==> src/rtl/alu_div.sv <==
// Multi-cycle unsigned restoring divider (IDLE/CALC/DONE), one quotient bit per CALC cycle.
// A zero divisor finishes immediately with an all-ones quotient, the dividend as remainder, and the carry flag set.
module alu_div #(
  parameter int WIDTH = 8
) (
  input  logic             clk_i,
  input  logic             rst_i,
  input  logic             start_i,
  input  logic [WIDTH-1:0] rs_i,
  input  logic [WIDTH-1:0] op2_i,
  output logic [WIDTH-1:0] quot_o,
  output logic [WIDTH-1:0] rem_o,
  output logic             cout_o,
  output logic             busy_o,
  output logic             done_o
);

  localparam int CW = $clog2(WIDTH) + 1;
  localparam logic [CW-1:0] LAST_STEP = CW'(WIDTH - 1);

  typedef enum logic [1:0] {
    IDLE = 2'b00,
    CALC = 2'b01,
    DONE = 2'b10
  } state_t;

  state_t           state_r;
  state_t           state_next_s;
  logic             busy_r;
  logic             done_r;
  logic [WIDTH-1:0] rem_r;
  logic [WIDTH-1:0] quot_r;
  logic [WIDTH-1:0] divisor_r;
  logic [CW-1:0]    count_r;
  logic             cout_r;

  logic             accept_s;
  logic             step_s;
  logic             zero_div_s;
  logic [WIDTH:0]   shifted_s;
  logic [WIDTH+1:0] trial_s;
  logic             borrow_s;
  logic [WIDTH-1:0] rem_step_s;
  logic [WIDTH-1:0] quot_shift_s;
  logic [WIDTH-1:0] quot_step_s;
  logic             unused_s;

  assign zero_div_s = (op2_i == {WIDTH{1'b0}});

  // Next-state decode: start is only looked at in IDLE, DONE always falls back to IDLE.
  always_comb begin
    state_next_s = state_r;
    accept_s     = 1'b0;
    step_s       = 1'b0;
    case (state_r)
      IDLE: begin
        if (start_i) begin
          accept_s = 1'b1;
          if (zero_div_s) begin
            state_next_s = DONE;
          end else begin
            state_next_s = CALC;
          end
        end else begin
          state_next_s = IDLE;
        end
      end
      CALC: begin
        step_s = 1'b1;
        if (count_r == LAST_STEP) begin
          state_next_s = DONE;
        end else begin
          state_next_s = CALC;
        end
      end
      DONE: begin
        state_next_s = IDLE;
      end
      default: begin
        state_next_s = IDLE;
      end
    endcase
  end

  // One restoring step: shift {rem,quot} left, trial-subtract, keep or restore.
  always_comb begin
    shifted_s    = {rem_r, quot_r[WIDTH-1]};
    trial_s      = {1'b0, shifted_s} - {2'b00, divisor_r};
    borrow_s     = trial_s[WIDTH+1];
    quot_shift_s = quot_r << 1;
    if (borrow_s) begin
      rem_step_s  = shifted_s[WIDTH-1:0];
      quot_step_s = quot_shift_s;
    end else begin
      rem_step_s  = trial_s[WIDTH-1:0];
      quot_step_s = quot_shift_s | {{(WIDTH-1){1'b0}}, 1'b1};
    end
  end

  // The difference never reaches bit WIDTH when kept, since the partial remainder stays below the divisor.
  assign unused_s = trial_s[WIDTH];

  // State register with registered busy/done flags derived from the next state.
  always_ff @(posedge clk_i) begin
    if (rst_i) begin
      state_r <= IDLE;
      busy_r  <= 1'b0;
      done_r  <= 1'b0;
    end else begin
      state_r <= state_next_s;
      busy_r  <= (state_next_s != IDLE);
      done_r  <= (state_next_s == DONE);
    end
  end

  // Datapath: operand capture on accept, one shift-subtract per CALC cycle, hold otherwise.
  always_ff @(posedge clk_i) begin
    if (rst_i) begin
      rem_r     <= {WIDTH{1'b0}};
      quot_r    <= {WIDTH{1'b0}};
      divisor_r <= {WIDTH{1'b0}};
      count_r   <= {CW{1'b0}};
      cout_r    <= 1'b0;
    end else if (accept_s) begin
      divisor_r <= op2_i;
      count_r   <= {CW{1'b0}};
      if (zero_div_s) begin
        quot_r <= {WIDTH{1'b1}};
        rem_r  <= rs_i;
        cout_r <= 1'b1;
      end else begin
        quot_r <= rs_i;
        rem_r  <= {WIDTH{1'b0}};
        cout_r <= 1'b0;
      end
    end else if (step_s) begin
      rem_r   <= rem_step_s;
      quot_r  <= quot_step_s;
      count_r <= count_r + {{(CW-1){1'b0}}, 1'b1};
    end else begin
      rem_r   <= rem_r;
      quot_r  <= quot_r;
      count_r <= count_r;
    end
  end

  assign quot_o = quot_r;
  assign rem_o  = rem_r;
  assign cout_o = cout_r;
  assign busy_o = busy_r;
  assign done_o = done_r;

endmodule

==> config.mk <==
export PLATFORM = sky130hd
export DESIGN_NAME = alu_div
export DESIGN_NICKNAME = d
export VERILOG_FILES = /design/src/rtl/alu_div.sv
export SDC_FILE = /design/constraint.sdc
export NUM_CORES = 1
export LEC_CHECK = 0
export BUFFER_PORTS_ARGS = -buffer_cell sky130_fd_sc_hd__buf_2
export CELL_PAD_IN_SITES_DETAIL_PLACEMENT = 0
export CELL_PAD_IN_SITES_GLOBAL_PLACEMENT = 1
export CORE_UTILIZATION = 30
export CTS_CLUSTER_DIAMETER = 100
export DETAILED_ROUTE_END_ITERATION = 6
export PLACE_DENSITY_LB_ADDON = 0.1
export SLEW_MARGIN = 20
export SYNTH_ARGS = -nofsm -noshare
export SYNTH_HDL_FRONTEND = slang
export SYNTH_SLANG_ARGS = --single-unit
==> constraint.sdc <==
create_clock -name clk_i -period 2.7 [get_ports clk_i]
set_input_delay 0.135 -clock clk_i [delete_from_list [all_inputs] [get_ports clk_i]]
set_output_delay 0.135 -clock clk_i [all_outputs]
set_load 0.02 [all_outputs]
==> results.py <==
metrics = {
    "route": {
        "vias": 1672,
        "post-route-drc-count": 0,
        "vias_per_cell": 5.05,
        "dr.pass1.iters": 4,
        "drt.antenna.violating_nets": 0,
        "wl_per_cell_um": 15.5,
        "routed_wl_mm": 5.12,
        "drt_iter0_drc": 67,
    },
    "floorplan": {
        "die_h_um": 81.3,
        "core_area_um2": 5990,
        "ioPinCount": 38,
        "rows": 28,
        "start_util_pct": 31.5,
        "die-area_um2": 6610,
        "chipWidth_um": 81.3,
    },
    "setup_path": {
        "worstPathBufferInverterCount": 0,
        "worst_path_largest_cell_delay_ps": 530,
        "cp_cell_sequence": "ha_1 -> nor2b_1 -> o31a_2 -> a211oi_4 -> a221oi_2 -> o32ai_2",
        "worstPathArrival_ps": 2420,
        "crit_type": "flop to flop",
        "crit_fanout": 8,
        "crit_path_start_kind": "flop",
        "cp.required_ps": 2900,
        "crit_slowest_cell": "a211oi_4",
        "crit_path_end_kind": "flop",
        "critPathTopFamily": "compound AO/OA/AOI/OAI gates",
    },
    "sta": {
        "tightest_slew_ps": 707,
        "maxSlewViolCount": 0,
        "rsz0062_at_grt": "no",
        "timing.final.ws_setup_ps": 488,
        "hold_violations": 0,
        "fin_crit_sh_pct": 81.9,
        "fin_crit_ps": 2210,
        "slew_headroom_pct": 52.9,
        "fmax_mhz": 452,
        "skew_ps": 6.72,
        "setup-violations-final": 0,
        "fin_setup_tns_ps": 0,
    },
    "global_route": {
        "antenna_found_initial": 0,
        "grt_max_degree": 35,
        "grt_pass1_vias": 1637,
        "grtUsageTotal_pct": 17.4,
        "globalRouteOverflowTotal": 0,
        "grt_pass1_wl_mm": 8.50,
    },
    "placed_design": {
        "dpl.cell_count": 323,
        "portBuffers": 37,
        "place.gp.congestion": 0.742,
        "dpl.hpwl_mm": 3.72,
        "pre_cts_slack_ps": 479,
    },
    "final_layout": {
        "area_growth_pct": 20.7,
        "final_cells": 331,
        "final_nets": 284,
        "mostFrequentLayoutCells": "buf_2, dfxtp_1, nand2_1",
        "layout_commonest_cell": "buf_2",
        "drive_gt1_share_pct": 27.3,
        "antenna_cells": 0,
    },
    "clock_tree": {
        "post_cts_buffers": 0,
        "h-tree-depth": 2,
        "clk_pin_slew_worst_paths_ps": 80,
        "cts_tree": "done",
        "cts.path.max_buffers": 2,
        "cts.root.buffer_cell": "clkbuf_8",
        "insertion_delay_ps": 290,
        "cts_hold_buf": 0,
        "cts_buffers": 5,
        "cts.sinks": 33,
        "cts_resized": 0,
    },
    "flow_run": {
        "maxCapViolations": 0,
    },
    "yosys": {
        "yosysUniqueCellTypes": 47,
        "synth_warnings": 0,
        "syn_nets": 249,
        "ys_async_sr_fraction_pct": 0,
        "syn_inst": 220,
        "ys_ff_latch": 33,
        "synth_edf_count": 0,
        "synth-seq-area-share_pct": 35.0,
        "syn_area_per_cell_um2": 8.58,
        "syn_area_um2": 1890,
        "synth_flop_cell": "dfxtp_1",
    },
    "power_and_ir_drop": {
        "p_leak_nw": 0.921,
        "pwr_density_cell_nw_per_um2": 765,
        "peakVddDrop_uv": 273,
    },
    "min_path": {
        "hold_class": "input pin to flop",
    },
    "run_status": {
        "status": "finished, final reports clean",
    },
}
==> worst min-delay path, stage by stage <==
cell and delay, ps:
buf_2 100, nand2_1 50, a21oi_1 50
==> path summary, 6_finish.rpt <==
check / from / endpoint / slack [ps] / cells past startpoint
max: rem_o[0] / rem_o[7] / 490 / 6
min: op2_i[4] / divisor_r[4] / 90 / 3
max reg2reg: rem_o[0] / rem_o[7] / 490 / 6
min reg2reg: divisor_r[1] / divisor_r[1] / 460 / 2
==> state kept, by name, indices dropped and copies added, names as in the netlist <==
name	flops
divisor_r	8
quot_o	8
rem_o	8
count_r	4
state_r	2
busy_o	1
cout_o	1
done_o	1
==> through the flow <==
step / total power [mW] / utilization (%) / area (um^2) / hold slack, ps
floorplan: 1.03 / - / 1890 / 271
global placement: 1.20 / 35.8 / 2140 / 392
detailed placement: 1.19 / 35.8 / 2140 / 395
CTS: 1.77 / 38.0 / 2280 / 79.4
global route: 1.85 / 38.0 / 2280 / 94.8
finish: 1.74 / 38.0 / 2280 / 88.7
==> cell type report <==
cell class | instances | area, um^2
well taps | 75 | 93.8
multi-input cells | 162 | 1130
repair buffers | 41 | 215
clock buffers | 5 | 68.8
clock inverters | 3 | 65.1
fillers | 654 | 3710
flip-flops and latches | 33 | 661
inverters | 12 | 45.0
==> power breakdown <==
part | internal (mW) | switching (mW) | leakage [nW]
Sequential | 0.530 | 0.0473 | 0.271
Clock | 0.367 | 0.202 | 0.0681
Combinational | 0.241 | 0.357 | 0.581
==> kinds of logic after synthesis <==
kind of cell | share of synthesized area (%)
adder cells (fa/ha/maj) | 7.02
AND/OR/NAND/NOR | 19.3
multiplexers | 0.530
XOR/XNOR | 2.78
flip-flops | 35.0
AO/OA/AOI/OAI | 30.2
buffers and inverters | 5.17
==> cells in the mapped netlist (all sizes together) (2+ instances only) <==
| cell type | instances | share of area (%) |
|---|---|---|
| nor2b | 2 | 0.66 |
| nand3 | 6 | 1.9 |
| or3 | 2 | 0.66 |
| nand2 | 30 | 6.0 |
| o21ai | 6 | 1.6 |
| o221ai | 6 | 2.8 |
| nor3b | 2 | 0.79 |
| xor2 | 3 | 1.4 |
| ha | 9 | 6.0 |
| a211oi | 9 | 5.3 |
| o21a | 2 | 0.79 |
| clkbuf | 9 | 1.8 |
| dfxtp | 33 | 35 |
| a31oi | 2 | 0.66 |
| a221oi | 8 | 6.0 |
| inv | 12 | 2.4 |
| or2 | 2 | 0.66 |
| buf | 4 | 0.99 |
| nor2 | 16 | 3.6 |
| a21oi | 27 | 7.6 |
| o211ai | 2 | 1.5 |
| nand2b | 2 | 0.66 |
| nor3 | 7 | 1.9 |
| a21o | 2 | 0.79 |
| or4b | 2 | 1.3 |
| nor4 | 2 | 0.66 |
| xnor2 | 3 | 1.4 |
==> per-layer routing <==
layer,up-vias,share of wire (%),global-route usage [%]
met5,-,0,0
met4,0,1.2,5.89
met3,5,4.4,3.93
met2,35,45,27.2
met1,766,49,23.3
li1,866,-,-
Power figures use the tool's default switching activity.
